File: src/rtl/ccd_sensor_emulator_if.sv
// Control inputs and framed pixel bus of the CCD sensor emulator.
interface ccd_sensor_emulator_if #(
    parameter int DATA_W = 10
);
    logic              iEN;
    logic [1:0]        iPATTERN;
    logic [DATA_W-1:0] iCONST;
    logic [DATA_W-1:0] oDATA;
    logic              oFVAL;
    logic              oLVAL;
    logic [31:0]       oFrame_Cont;
    logic              oBusy;

    modport master (
        input  iEN, iPATTERN, iCONST,
        output oDATA, oFVAL, oLVAL, oFrame_Cont, oBusy
    );

    modport slave (
        output iEN, iPATTERN, iCONST,
        input  oDATA, oFVAL, oLVAL, oFrame_Cont, oBusy
    );
endinterface

File: src/rtl/ccd_sensor_emulator.sv
// Pixel-clock stand-in for the CCD head: test patterns with FVAL/LVAL framing.
module ccd_sensor_emulator #(
    parameter int H_ACTIVE = 1280,
    parameter int H_BLANK  = 64,
    parameter int V_ACTIVE = 1024,
    parameter int V_BLANK  = 512,
    parameter int FV_PRE   = 8,
    parameter int FV_POST  = 8,
    parameter int DATA_W   = 10
) (
    input logic                   iCLK,
    input logic                   iRST,
    ccd_sensor_emulator_if.master bus
);
    typedef enum logic [2:0] {
        S_IDLE,
        S_VBLANK,
        S_FV_PRE,
        S_LINE,
        S_HBLANK,
        S_FV_POST
    } state_t;

    localparam logic [31:0] HA_LAST = 32'(H_ACTIVE - 1);
    localparam logic [31:0] HB_LAST = 32'(H_BLANK - 1);
    localparam logic [31:0] VA_LAST = 32'(V_ACTIVE - 1);
    localparam logic [31:0] VB_LAST = 32'(V_BLANK - 1);
    localparam logic [31:0] FP_LAST = 32'(FV_PRE - 1);
    localparam logic [31:0] FQ_LAST = 32'(FV_POST - 1);

    state_t            state;
    logic [31:0]       cnt;
    logic [31:0]       x;
    logic [31:0]       y;
    logic [31:0]       x_nxt;
    logic [1:0]        pat_q;
    logic [DATA_W-1:0] const_q;
    logic [DATA_W-1:0] data_q;
    logic              fval_q;
    logic              lval_q;
    logic              busy_q;
    logic [31:0]       frames_q;

    assign x_nxt = x + 32'd1;

    // Pattern select is the copy latched at the end of VBLANK.
    function automatic logic [DATA_W-1:0] pixel(
        input logic [DATA_W-1:0] px,
        input logic [DATA_W-1:0] py
    );
        logic [DATA_W-1:0] v;
        v = '0;
        unique case (pat_q)
            2'd0:    v = px;
            2'd1:    v = py;
            2'd2:    v = (px[3] ^ py[3]) ? '1 : '0;
            default: v = const_q;
        endcase
        return v;
    endfunction

    always_ff @(posedge iCLK or posedge iRST) begin
        if (iRST) begin
            state    <= S_IDLE;
            cnt      <= '0;
            x        <= '0;
            y        <= '0;
            pat_q    <= '0;
            const_q  <= '0;
            data_q   <= '0;
            fval_q   <= 1'b0;
            lval_q   <= 1'b0;
            busy_q   <= 1'b0;
            frames_q <= '0;
        end else begin
            unique case (state)
                S_IDLE: begin
                    if (bus.iEN) begin
                        state  <= S_VBLANK;
                        cnt    <= '0;
                        busy_q <= 1'b1;
                    end
                end
                S_VBLANK: begin
                    if (cnt == VB_LAST) begin
                        cnt     <= '0;
                        pat_q   <= bus.iPATTERN;
                        const_q <= bus.iCONST;
                        if (bus.iEN) begin
                            state  <= S_FV_PRE;
                            fval_q <= 1'b1;
                        end else begin
                            state  <= S_IDLE;
                            busy_q <= 1'b0;
                        end
                    end else begin
                        cnt <= cnt + 32'd1;
                    end
                end
                S_FV_PRE: begin
                    if (cnt == FP_LAST) begin
                        cnt    <= '0;
                        x      <= '0;
                        y      <= '0;
                        state  <= S_LINE;
                        lval_q <= 1'b1;
                        data_q <= pixel('0, '0);
                    end else begin
                        cnt <= cnt + 32'd1;
                    end
                end
                S_LINE: begin
                    if (x == HA_LAST) begin
                        x      <= '0;
                        cnt    <= '0;
                        lval_q <= 1'b0;
                        data_q <= '0;
                        if (y == VA_LAST) begin
                            state <= S_FV_POST;
                        end else begin
                            y     <= y + 32'd1;
                            state <= S_HBLANK;
                        end
                    end else begin
                        x      <= x_nxt;
                        data_q <= pixel(x_nxt[DATA_W-1:0], y[DATA_W-1:0]);
                    end
                end
                S_HBLANK: begin
                    if (cnt == HB_LAST) begin
                        cnt    <= '0;
                        state  <= S_LINE;
                        lval_q <= 1'b1;
                        data_q <= pixel('0, y[DATA_W-1:0]);
                    end else begin
                        cnt <= cnt + 32'd1;
                    end
                end
                S_FV_POST: begin
                    if (cnt == FQ_LAST) begin
                        cnt      <= '0;
                        y        <= '0;
                        fval_q   <= 1'b0;
                        frames_q <= frames_q + 32'd1;
                        if (bus.iEN) begin
                            state <= S_VBLANK;
                        end else begin
                            state  <= S_IDLE;
                            busy_q <= 1'b0;
                        end
                    end else begin
                        cnt <= cnt + 32'd1;
                    end
                end
                default: begin
                    state  <= S_IDLE;
                    busy_q <= 1'b0;
                end
            endcase
        end
    end

    assign bus.oDATA       = data_q;
    assign bus.oFVAL       = fval_q;
    assign bus.oLVAL       = lval_q;
    assign bus.oFrame_Cont = frames_q;
    assign bus.oBusy       = busy_q;
endmodule

File: src/flat_wrapper.sv
// flat-port wrapper written by rule: the top's interface ports become plain ports
module ccd_sensor_emulator_flat 
#(
    parameter int H_ACTIVE = 1280,
    parameter int H_BLANK  = 64,
    parameter int V_ACTIVE = 1024,
    parameter int V_BLANK  = 512,
    parameter int FV_PRE   = 8,
    parameter int FV_POST  = 8,
    parameter int DATA_W   = 10
)
  (iCLK, iRST, bus_iEN, bus_iPATTERN, bus_iCONST, bus_oDATA, bus_oFVAL, bus_oLVAL, bus_oFrame_Cont, bus_oBusy);
  ccd_sensor_emulator_if #(.DATA_W(DATA_W)) bus_i ();
  input logic iCLK;
  input logic iRST;
  input wire logic [$bits(bus_i.iEN)-1:0] bus_iEN;
  input wire logic [$bits(bus_i.iPATTERN)-1:0] bus_iPATTERN;
  input wire logic [$bits(bus_i.iCONST)-1:0] bus_iCONST;
  output wire logic [$bits(bus_i.oDATA)-1:0] bus_oDATA;
  output wire logic [$bits(bus_i.oFVAL)-1:0] bus_oFVAL;
  output wire logic [$bits(bus_i.oLVAL)-1:0] bus_oLVAL;
  output wire logic [$bits(bus_i.oFrame_Cont)-1:0] bus_oFrame_Cont;
  output wire logic [$bits(bus_i.oBusy)-1:0] bus_oBusy;
  assign bus_i.iEN = bus_iEN;
  assign bus_i.iPATTERN = bus_iPATTERN;
  assign bus_i.iCONST = bus_iCONST;
  assign bus_oDATA = bus_i.oDATA;
  assign bus_oFVAL = bus_i.oFVAL;
  assign bus_oLVAL = bus_i.oLVAL;
  assign bus_oFrame_Cont = bus_i.oFrame_Cont;
  assign bus_oBusy = bus_i.oBusy;
  ccd_sensor_emulator #(.H_ACTIVE(H_ACTIVE), .H_BLANK(H_BLANK), .V_ACTIVE(V_ACTIVE), .V_BLANK(V_BLANK), .FV_PRE(FV_PRE), .FV_POST(FV_POST), .DATA_W(DATA_W)) u_core (.iCLK(iCLK), .iRST(iRST), .bus(bus_i));
endmodule
File: config.mk
export PLATFORM = sky130hd
export DESIGN_NAME = ccd_sensor_emulator_flat
export DESIGN_NICKNAME = d
export VERILOG_FILES = /design/src/rtl/ccd_sensor_emulator_if.sv /design/src/rtl/ccd_sensor_emulator.sv /design/src/flat_wrapper.sv
export SDC_FILE = /design/constraint.sdc
export NUM_CORES = 1
export LEC_CHECK = 0
export BUFFER_PORTS_ARGS = -buffer_cell sky130_fd_sc_hd__buf_2
export CORE_ASPECT_RATIO = 0.8
export CORE_UTILIZATION = 45
export CTS_CLUSTER_DIAMETER = 80
export DETAILED_ROUTE_END_ITERATION = 6
export PLACE_DENSITY = 0.61
export SYNTH_ARGS = -nofsm -noshare
export SYNTH_HDL_FRONTEND = slang
export SYNTH_SLANG_ARGS = --single-unit
File: constraint.sdc
create_clock -name iCLK -period 6.5 [get_ports iCLK]
set_input_delay 1.3 -clock iCLK [delete_from_list [all_inputs] [get_ports iCLK]]
set_output_delay 1.3 -clock iCLK [all_outputs]
set_load 0.05 [all_outputs]
==> run metrics, run 1 <==
Worst-Skew Late Latency about 430 ps; top library cells by usage in the layout, fill and taps aside dfrtp_1, nand2_1, o21ai_0; Crit. End Element flop; clock-pin slew reported for the worst setup and hold paths after clock tree synthesis 70 ps; highest net fanout along the worst path 34; Max Cap Viol 0; result of the run completed; number of endpoints failing setup at the final stage 0; critical path buffer and inverter count 1; All-Layer GR Usage between 20 and 25%; count of filler cells inserted in the layout ~1,700; synthesized instance count 942; final worst-path setup slack ~3200 ps; clock root buffer clkbuf_16; Longest Clk Path Bufs 2; deepest level of the CTS H-tree 4; ratio of cells with drive above 1 in the final layout between 10% and 20%; post-synthesis net count ~960; Setup Fix Bufs, Post-CTS 0; total wire length after detailed routing ~21 mm; post-synthesis async set-or-reset flop share between 90% and 100%; VDD IR-drop max 152 uV; most frequent standard cell in the layout excluding fill and tap cells dfrtp_1; switching component of the power 0.514 mW; via count of the first global-routing pass 6,621; post-layout net count 985; initial antenna violation count 0; transition time at the pin with the least slew margin 1060 ps; worst-case setup slack after placement roughly 3200 ps; list of cells traversed by the critical path nor4_2 > nand4_2 > nor4_4 > a21oi_2 > buf_4 > or3_4 > o41ai_2; global route total overflow 0; summed negative setup slack over all endpoints 0 ps; top_reg_cell synth dfrtp_1; count of cells along the worst hold path 1; placement-stage cell area 9090 sq um; CP arrival about 3700 ps; synthesized cell area 8650 sq um; number of clock sinks seen by CTS between 150 and 200; worst-path cell with the longest stage delay nor4_4; area growth from synthesis to layout 12.2%; average cell area after synthesis 9.18 sq um; hold_ws slightly below 500 ps; detailed-routing iteration count for the pre-antenna-repair pass 7; reg-to-reg slack, setup between 3000 and 4000 ps; Resized Gates After CTS 0; number of standard-cell rows in the floorplan between 40 and 50; initial cell density of the core between 40% and 50%; number of DRC violations after detailed-routing iteration 0 698; Inserted Clock Buffers 17; combinational power share 1.5%; worst hold path class reg2reg; count of input and output buffers 59; vias per cell slightly below 6; routed via count slightly above 7,000; kind of start point of the critical path flop; crit share post-route 51.4%; top cell family by delay on the critical path simple AND/OR/NAND/NOR gates; register area between 3000 and 4000 sq um; Static Leakage a little over 4 nW; Seq pwr share 48.3%; Yosys reg bits 156; area used by multi-input combinational logic about 4400 sq um; clock tree from TritonCTS yes; Die ar. 19,800 sq um; total count of max-transition violations in the final report 0; vertical die dimension approximately 130 um; cts-stage hold buffer count 0; count of warnings emitted by yosys 0; Worst path max stage delay approximately 830 ps; sw frac between 20% and 30%; Routed WL per cell around 17 um; highest achievable clock rate between 0.2 and 0.3 GHz; routability congestion estimate 0.809; global-route wire length before repair ~36 mm; worst setup skew after layout around 13 ps; remaining routing DRC violations 0; post-route cell area about 9700 sq um; critical setup path kind reg2reg; final count of hold timing violations 0; largest net degree at the start of global routing 73; post-layout min period about 3300 ps; Floorplan Core Area 18,500 sq um; Slew HR 29.0%; half-perimeter wire length of the detailed placement result 14.3 mm; io pins 60; count of antenna-violating nets left after detailed routing 0; internal power 1.50 mW; unrepaired setup endpoints after global routing false; Clk pwr share approximately half; horizontal die dimension roughly 160 um; Worst Reg-to-Reg Cells 7; required time reported for the critical path endpoint 6820 ps; Seq/Total Area, Yosys 45.1%; Distinct cells, synth 58; depth of the critical timing path with buffers and inverters included 7; total power draw slightly above 2 mW; number of synthesized flops with an enable pin 0; Cell Pwr Density 208 nW/um^2
-- worst reg2reg max path, cell delays in order, from the launching register on --
cell     delay, ps
dfrtp_1        520
nor4_2         320
nand4_2        320
nor4_4         830
a21oi_2         50
buf_4          290
or3_4          560
o41ai_2        370
-- through the flow --
stage                     utilization [%]  cells
after global placement               49.1   1200
after detailed placement             49.1   1200
after CTS                            52.5   1232
after global routing                 52.5   1232
final                                52.5   1233
after floorplan                         -    942
-- power groups by stage --
stage          logic (mW)  registers, mW  clock network [mW]
5_1_grt            0.0355          0.976                1.07
4_1_cts            0.0318          0.975                1.03
2_1_floorplan      0.0186          0.994                   0
3_3_place_gp       0.0318          0.994                   0
3_5_place_dp       0.0317          0.994                   0
6_report           0.0299          0.975                1.01
-- cell type report --
| cell class | count | share of cell area (%) |
|---|---|---|
| diodes | 1 | 0.0258 |
| well taps | 253 | 3.26 |
| repair buffers | 66 | 3.58 |
| multi-input cells | 704 | 45.7 |
| inverters | 21 | 0.864 |
| flip-flops and latches | 156 | 40.2 |
| clock buffers | 17 | 4.38 |
| clock inverters | 15 | 1.96 |
-- metal layers --
| metal | global-route usage (%) | wire, um | share of wire [%] | up-vias |
|---|---|---|---|---|
| li1 | - | - | - | 3563 |
| met1 | 36.6 | 11300 | 54 | 3554 |
| met2 | 30.0 | 8670 | 41 | 128 |
| met3 | 5.02 | 964 | 4.6 | 12 |
| met4 | 5.77 | 163 | 0.77 | 0 |
| met5 | 0 | 0 | 0 | - |
-- logic make-up (layout without fill, tap and decap cells) --
| kind of cell | after synthesis | after routing | synth area share (%) |
|---|---|---|---|
| adders and majority gates | 4 | 4 | 0.579 |
| xor gates and xnor gates | 64 | 64 | 6.48 |
| DFF | 156 | 156 | 45.1 |
| muxes | 12 | 12 | 1.56 |
| AOI/OAI and AO/OA | 258 | 258 | 19.4 |
| and+or+nand+nor | 366 | 366 | 23.0 |
| buffers and inverters | 82 | 119 | 3.78 |
| other | 0 | 1 | 0 |
-- state kept, by name (all words and copies together), names as in the netlist --
register	cells
u_core.bus.oFrame_Cont	32
u_core.cnt	32
u_core.x	32
u_core.y	32
u_core.bus.oDATA	10
u_core.const_q	10
u_core.state	3
u_core.pat_q	2
u_core.bus.oBusy	1
u_core.bus.oFVAL	1
u_core.bus.oLVAL	1
-- Yosys cell counts, drive strengths merged (5+ instances only) --
library cell	count	area [sq um]
o21ai	86	430
o41ai	7	91.3
and3	26	163
mux2	12	135
and4	12	105
a21oi	44	224
buf	12	63.8
nor2	60	225
nor3	17	85.1
nand2	78	293
xor2	23	201
nor4b	7	95.1
or4	5	37.5
clkbuf	49	184
nand4	35	225
nand3	59	295
a21o	8	60.1
a31oi	12	75.1
or3	12	80.1
inv	21	78.8
o31ai	59	443
and2	10	62.6
xnor2	41	359
nor2b	5	31.3
a22o	8	70.1
a211oi	7	52.6
nor4	28	209
o32ai	5	43.8
dfrtp	156	3900
-- final timing paths --
path,from,endpoint
worst min-delay path,u_core.bus.oFrame_Cont[31],u_core.bus.oFrame_Cont[31]
min in group asynchronous,iRST,u_core.bus.oFrame_Cont[23]
worst max register to register,u_core.cnt[10],u_core.y[13]
worst min register to register,u_core.bus.oFrame_Cont[31],u_core.bus.oFrame_Cont[31]
worst max-delay path,u_core.cnt[10],u_core.y[13]
max in group asynchronous,iRST,u_core.x[28]
Power figures use the tool's default switching activity.
==> run 2: changes to the inputs <==
--- a/config.mk
+++ b/config.mk
@@ -10,7 +10,7 @@
 export CORE_UTILIZATION = 45
 export CTS_CLUSTER_DIAMETER = 80
 export DETAILED_ROUTE_END_ITERATION = 6
-export PLACE_DENSITY = 0.61
+export PLACE_DENSITY = 0.64
 export SYNTH_ARGS = -nofsm -noshare
 export SYNTH_HDL_FRONTEND = slang
 export SYNTH_SLANG_ARGS = --single-unit
==> constraint.sdc (replaced) <==
create_clock -name iCLK -period 2.7 [get_ports iCLK]
set_input_delay 0.54 -clock iCLK [delete_from_list [all_inputs] [get_ports iCLK]]
set_output_delay 0.54 -clock iCLK [all_outputs]
set_load 0.05 [all_outputs]
==> run metrics, run 2 (synthesis gave the netlist of run 1 again) <==
placement-stage cell area approximately 9500 sq um; list of cells traversed by the critical path nor4_1 > nand4_1 > buf_4 > o21ai_4 > nand2_1 > or3_4 > o41ai_2; horizontal die dimension around 160 um; Static Leakage 4.28 nW; highest net fanout along the worst path 30; total wire length after detailed routing between 20 and 25 mm; most frequent standard cell in the layout excluding fill and tap cells dfrtp_1; clock root buffer clkbuf_16; clock-pin slew reported for the worst setup and hold paths after clock tree synthesis ~70 ps; post-layout net count 1,034; vertical die dimension 126 um; remaining routing DRC violations 1; deepest level of the CTS H-tree 4; number of DRC violations after detailed-routing iteration 0 794; global route total overflow 0; worst-path cell with the longest stage delay or3_4; number of endpoints failing setup at the final stage 0; final worst-path setup slack around 140 ps; Worst path max stage delay 570 ps; count of input and output buffers 59; count of antenna-violating nets left after detailed routing 0; Die ar. ~20,000 sq um; crit share post-route a little over nine tenths; count of filler cells inserted in the layout about 1,700; critical setup path kind reg2reg; routability congestion estimate about 0.84; Cell Pwr Density 474 nW/um^2; number of clock sinks seen by CTS 156; highest achievable clock rate 0.391 GHz; violated checks design-rule violations; vias per cell slightly below 6; Worst-Skew Late Latency 440 ps; global-route wire length before repair roughly 37 mm; Slew HR 38.3%; final count of hold timing violations 0; post-route cell area roughly 10,000 sq um; required time reported for the critical path endpoint between 3000 and 4000 ps; top library cells by usage in the layout, fill and taps aside dfrtp_1, nand2_1, o21ai_0; initial cell density of the core 46.8%; total count of max-transition violations in the final report 0; kind of start point of the critical path flop; ratio of cells with drive above 1 in the final layout approximately 18%; Floorplan Core Area 18,500 sq um; worst hold path class in2async; Crit. End Element flop; worst-case setup slack after placement slightly below 100 ps; number of standard-cell rows in the floorplan 44; All-Layer GR Usage 23.9%; transition time at the pin with the least slew margin around 900 ps; CP arrival roughly 2900 ps; Routed WL per cell roughly 17 um; total power draw between 4 and 5 mW; detailed-routing iteration count for the pre-antenna-repair pass 7; largest net degree at the start of global routing slightly below 60; Max Cap Viol 0; Inserted Clock Buffers 17; area growth from synthesis to layout 16.6%; post-layout min period about 2600 ps; Longest Clk Path Bufs 2; count of inserted antenna diode cells 0; via count of the first global-routing pass 6,859; unrepaired setup endpoints after global routing true; initial antenna violation count 0; routed via count around 7,500; VDD IR-drop max 363 uV; result of the run complete, but fails checks; clock tree from TritonCTS yes; reg-to-reg slack, setup 140 ps; cts-stage hold buffer count 0; io pins 60; worst setup skew after layout 10.5 ps; half-perimeter wire length of the detailed placement result 15.3 mm
==> run 2: worst max-delay path: cells and delay by family, from the launching register on <==
family | cells | cell delay [ps]
compound gates | 2 | 490
buf+inv | 1 | 210
flops | 1 | 420
simple gates | 4 | 1320
==> run 2: report_power, final <==
group | internal [mW] | switching (mW)
Clock | 1.23 | 1.12
Sequential | 2.34 | 0.00804
Combinational | 0.0236 | 0.0584
Total | 3.59 | 1.19
==> run 2: path summary, 6_finish.rpt <==
| kind | startpoint | depth (start not counted) | endpoint |
|---|---|---|---|
| worst max-delay path | u_core.x[14] | 7 | u_core.y[13] |
| worst min-delay path | iRST | 2 | u_core.x[28] |
| worst max register to register | u_core.x[14] | 7 | u_core.y[13] |
| worst min register to register | u_core.bus.oFrame_Cont[9] | 1 | u_core.bus.oFrame_Cont[9] |
| max in group asynchronous | iRST | 3 | u_core.bus.oFrame_Cont[25] |
| min in group iCLK | bus_iCONST[6] | 2 | u_core.const_q[6] |
==> run 2: metal layers <==
layer	wire length [um]	global-route usage [%]
met2	9190	31.6
met5	0	0
met3	1210	4.54
met4	311	7.67
met1	11600	38.2
==> run 2: per-stage QoR <==
stage | utilization (%) | TNS, ps | cells | hold WS, ps
floorplan | - | 0 | 942 | 452
global placement | 51.1 | 0 | 1245 | 458
detailed placement | 51.1 | 0 | 1245 | 475
CTS | 54.3 | 0 | 1277 | 147
global route | 54.5 | -348 | 1281 | 158
finish | 54.5 | 0 | 1281 | 135
==> run 2: area by class of cell <==
class	count	area, sq um	area share, %
multi-input combinational	704	4450	44.1
inverter	21	82.6	0.819
timing repair buffer	115	761	7.54
tap	253	317	3.14
sequential	156	3900	38.7
clock inverter	15	153	1.51
clock buffer	17	425	4.22
==> run 2: repair_timing <==
item / in CTS / in global routing
gates resized for setup: 0 / 6
setup buffers: 0 / 4
setup endpoints to repair: 0 / 49
==> run 3: changes to the inputs <==
--- a/config.mk
+++ b/config.mk
@@ -11,6 +11,7 @@
 export CTS_CLUSTER_DIAMETER = 80
 export DETAILED_ROUTE_END_ITERATION = 6
 export PLACE_DENSITY = 0.64
+export SETUP_SLACK_MARGIN = 0.5
 export SYNTH_ARGS = -nofsm -noshare
 export SYNTH_HDL_FRONTEND = slang
 export SYNTH_SLANG_ARGS = --single-unit
==> run metrics, run 3 (synthesis gave the netlist of run 1 again) <==
result of the run completed; Max Cap Viol 0; horizontal die dimension about 160 um; VDD IR-drop max approximately 440 uV; count of input and output buffers between 50 and 60; routability congestion estimate 0.873; register area 3920 sq um; remaining routing DRC violations 0; most frequent standard cell in the layout excluding fill and tap cells dfrtp_1; Crit. End Element flop; Cell Pwr Density roughly 420 nW/um^2; vertical die dimension between 100 and 150 um; worst hold path class in2async; via count of the first global-routing pass approximately 7,300; post-layout min period 2520 ps; cts-stage hold buffer count 0; Static Leakage 4.87 nW; highest net fanout along the worst path 5; count of inserted antenna diode cells 0; Slew HR 53.8%; total wire length after detailed routing approximately 26 mm; unrepaired setup endpoints after global routing true; CP arrival 2850 ps; clock-pin slew reported for the worst setup and hold paths after clock tree synthesis around 80 ps; kind of start point of the critical path flop; ratio of cells with drive above 1 in the final layout around 34%; top library cells by usage in the layout, fill and taps aside dfrtp_1, buf_4, nand2_1; routed via count slightly above 8,000; required time reported for the critical path endpoint a little over 3000 ps; global-route wire length before repair approximately 39 mm; clock root buffer clkbuf_16; worst setup skew after layout 14.2 ps; post-layout net count roughly 1,100; count of filler cells inserted in the layout 1,457; vias per cell roughly 6; area used by multi-input combinational logic about 5400 sq um; summed negative setup slack over all endpoints 0 ps; initial antenna violation count 0; Worst-Skew Late Latency approximately 440 ps; Floorplan Core Area around 18,000 sq um; detailed-routing iteration count for the pre-antenna-repair pass 5; largest net degree at the start of global routing between 80 and 90; number of DRC violations after detailed-routing iteration 0 about 950; Routed WL per cell roughly 19 um; transition time at the pin with the least slew margin ~690 ps; critical setup path kind reg2reg; io pins 60; initial cell density of the core around 47%; deepest level of the CTS H-tree 4; All-Layer GR Usage 24.4%; clock tree from TritonCTS yes; area growth from synthesis to layout 34.8%; total count of max-transition violations in the final report 0; final count of hold timing violations 0; number of standard-cell rows in the floorplan 44; half-perimeter wire length of the detailed placement result about 15 mm; number of endpoints failing setup at the final stage 0; highest achievable clock rate just under 0.4 GHz; crit share post-route 93.5%; placement-stage cell area 9440 sq um; Die ar. slightly below 20,000 sq um; Longest Clk Path Bufs 2; post-route cell area 11,700 sq um; Inserted Clock Buffers 17; global route total overflow 0; count of antenna-violating nets left after detailed routing 0; number of clock sinks seen by CTS about 160
==> run 3: changes by cell type in the layout (fill, tap and decap cells not counted), sizes merged <==
cell | before | now
or3 | 12 | 15
inv | 28 | 26
a21oi | 44 | 45
a41o | 1 | 2
clkinvlp | 2 | 1
clkinv | 6 | 8
a31o | 1 | 2
buf | 115 | 168
clkbuf | 17 | 18
bufinv | 0 | 1
==> run 3: routing by layer <==
layer / up-vias / global-route usage (%) / wire length, um / share of wire [%]
met5: - / 0 / 0 / 0
met4: 0 / 5.59 / 230 / 0.89
met3: 25 / 4.58 / 1680 / 6.5
met2: 309 / 36.0 / 11800 / 46
met1: 4022 / 36.7 / 12000 / 47
li1: 3806 / - / - / -
==> run 3: area by class of cell <==
| cell class | count | share of cell area [%] |
|---|---|---|
| clock inverters | 15 | 1.72 |
| well taps | 253 | 2.72 |
| repair buffers | 169 | 11.4 |
| clock buffers | 17 | 3.65 |
| flip-flops and latches | 156 | 33.6 |
| inverters | 21 | 0.708 |
| multi-input cells | 710 | 46.3 |
==> run 3: path summary, 6_finish.rpt <==
path	start	endpoint	slack, ps	cells past startpoint
max	u_core.cnt[22]	u_core.cnt[22]	180	9
min	iRST	u_core.y[27]	20	2
max reg2reg	u_core.cnt[22]	u_core.cnt[22]	180	9
min reg2reg	u_core.bus.oFrame_Cont[31]	u_core.bus.oFrame_Cont[31]	470	1
max in group asynchronous	iRST	u_core.x[21]	1840	3
min in group iCLK	bus_iPATTERN[0]	u_core.pat_q[0]	320	3
==> run 3: critical path, stage by stage (launching register included) <==
cell and delay, ps:
dfrtp_1 440, nor4_2 380, nand4_2 150, buf_6 160
buf_4 150, a211oi_2 250, o211ai_1 210, nor2_2 320
buf_2 280, nor2_1 70
==> run 3: power breakdown <==
group          internal, mW  switching (mW)  leakage [nW]
Clock                  1.34            1.17         0.304
Combinational        0.0238          0.0595          2.48
Sequential             2.34         0.00995          2.09
Total                  3.71            1.23          4.87
==> run 3: what timing repair did <==
| action | CTS | global route |
|---|---|---|
| gates cloned | 3 | 10 |
| pin swaps | 24 | 57 |
| setup buffers | 23 | 35 |
| setup endpoints to repair | 133 | 136 |
| resized for setup | 65 | 173 |
==> run 3: stage by stage <==
step	instances	setup slack [ps]	util (%)	power (mW)	hold slack, ps
6_report	1341	177	63.0	4.94	19.5
5_1_grt	1341	141	63.0	5.10	24.5
4_1_cts	1296	395	57.1	4.97	15.0
3_5_place_dp	1238	117	51.0	2.48	456
3_3_place_gp	1238	188	51.0	2.48	459
2_1_floorplan	942	187	-	2.44	452
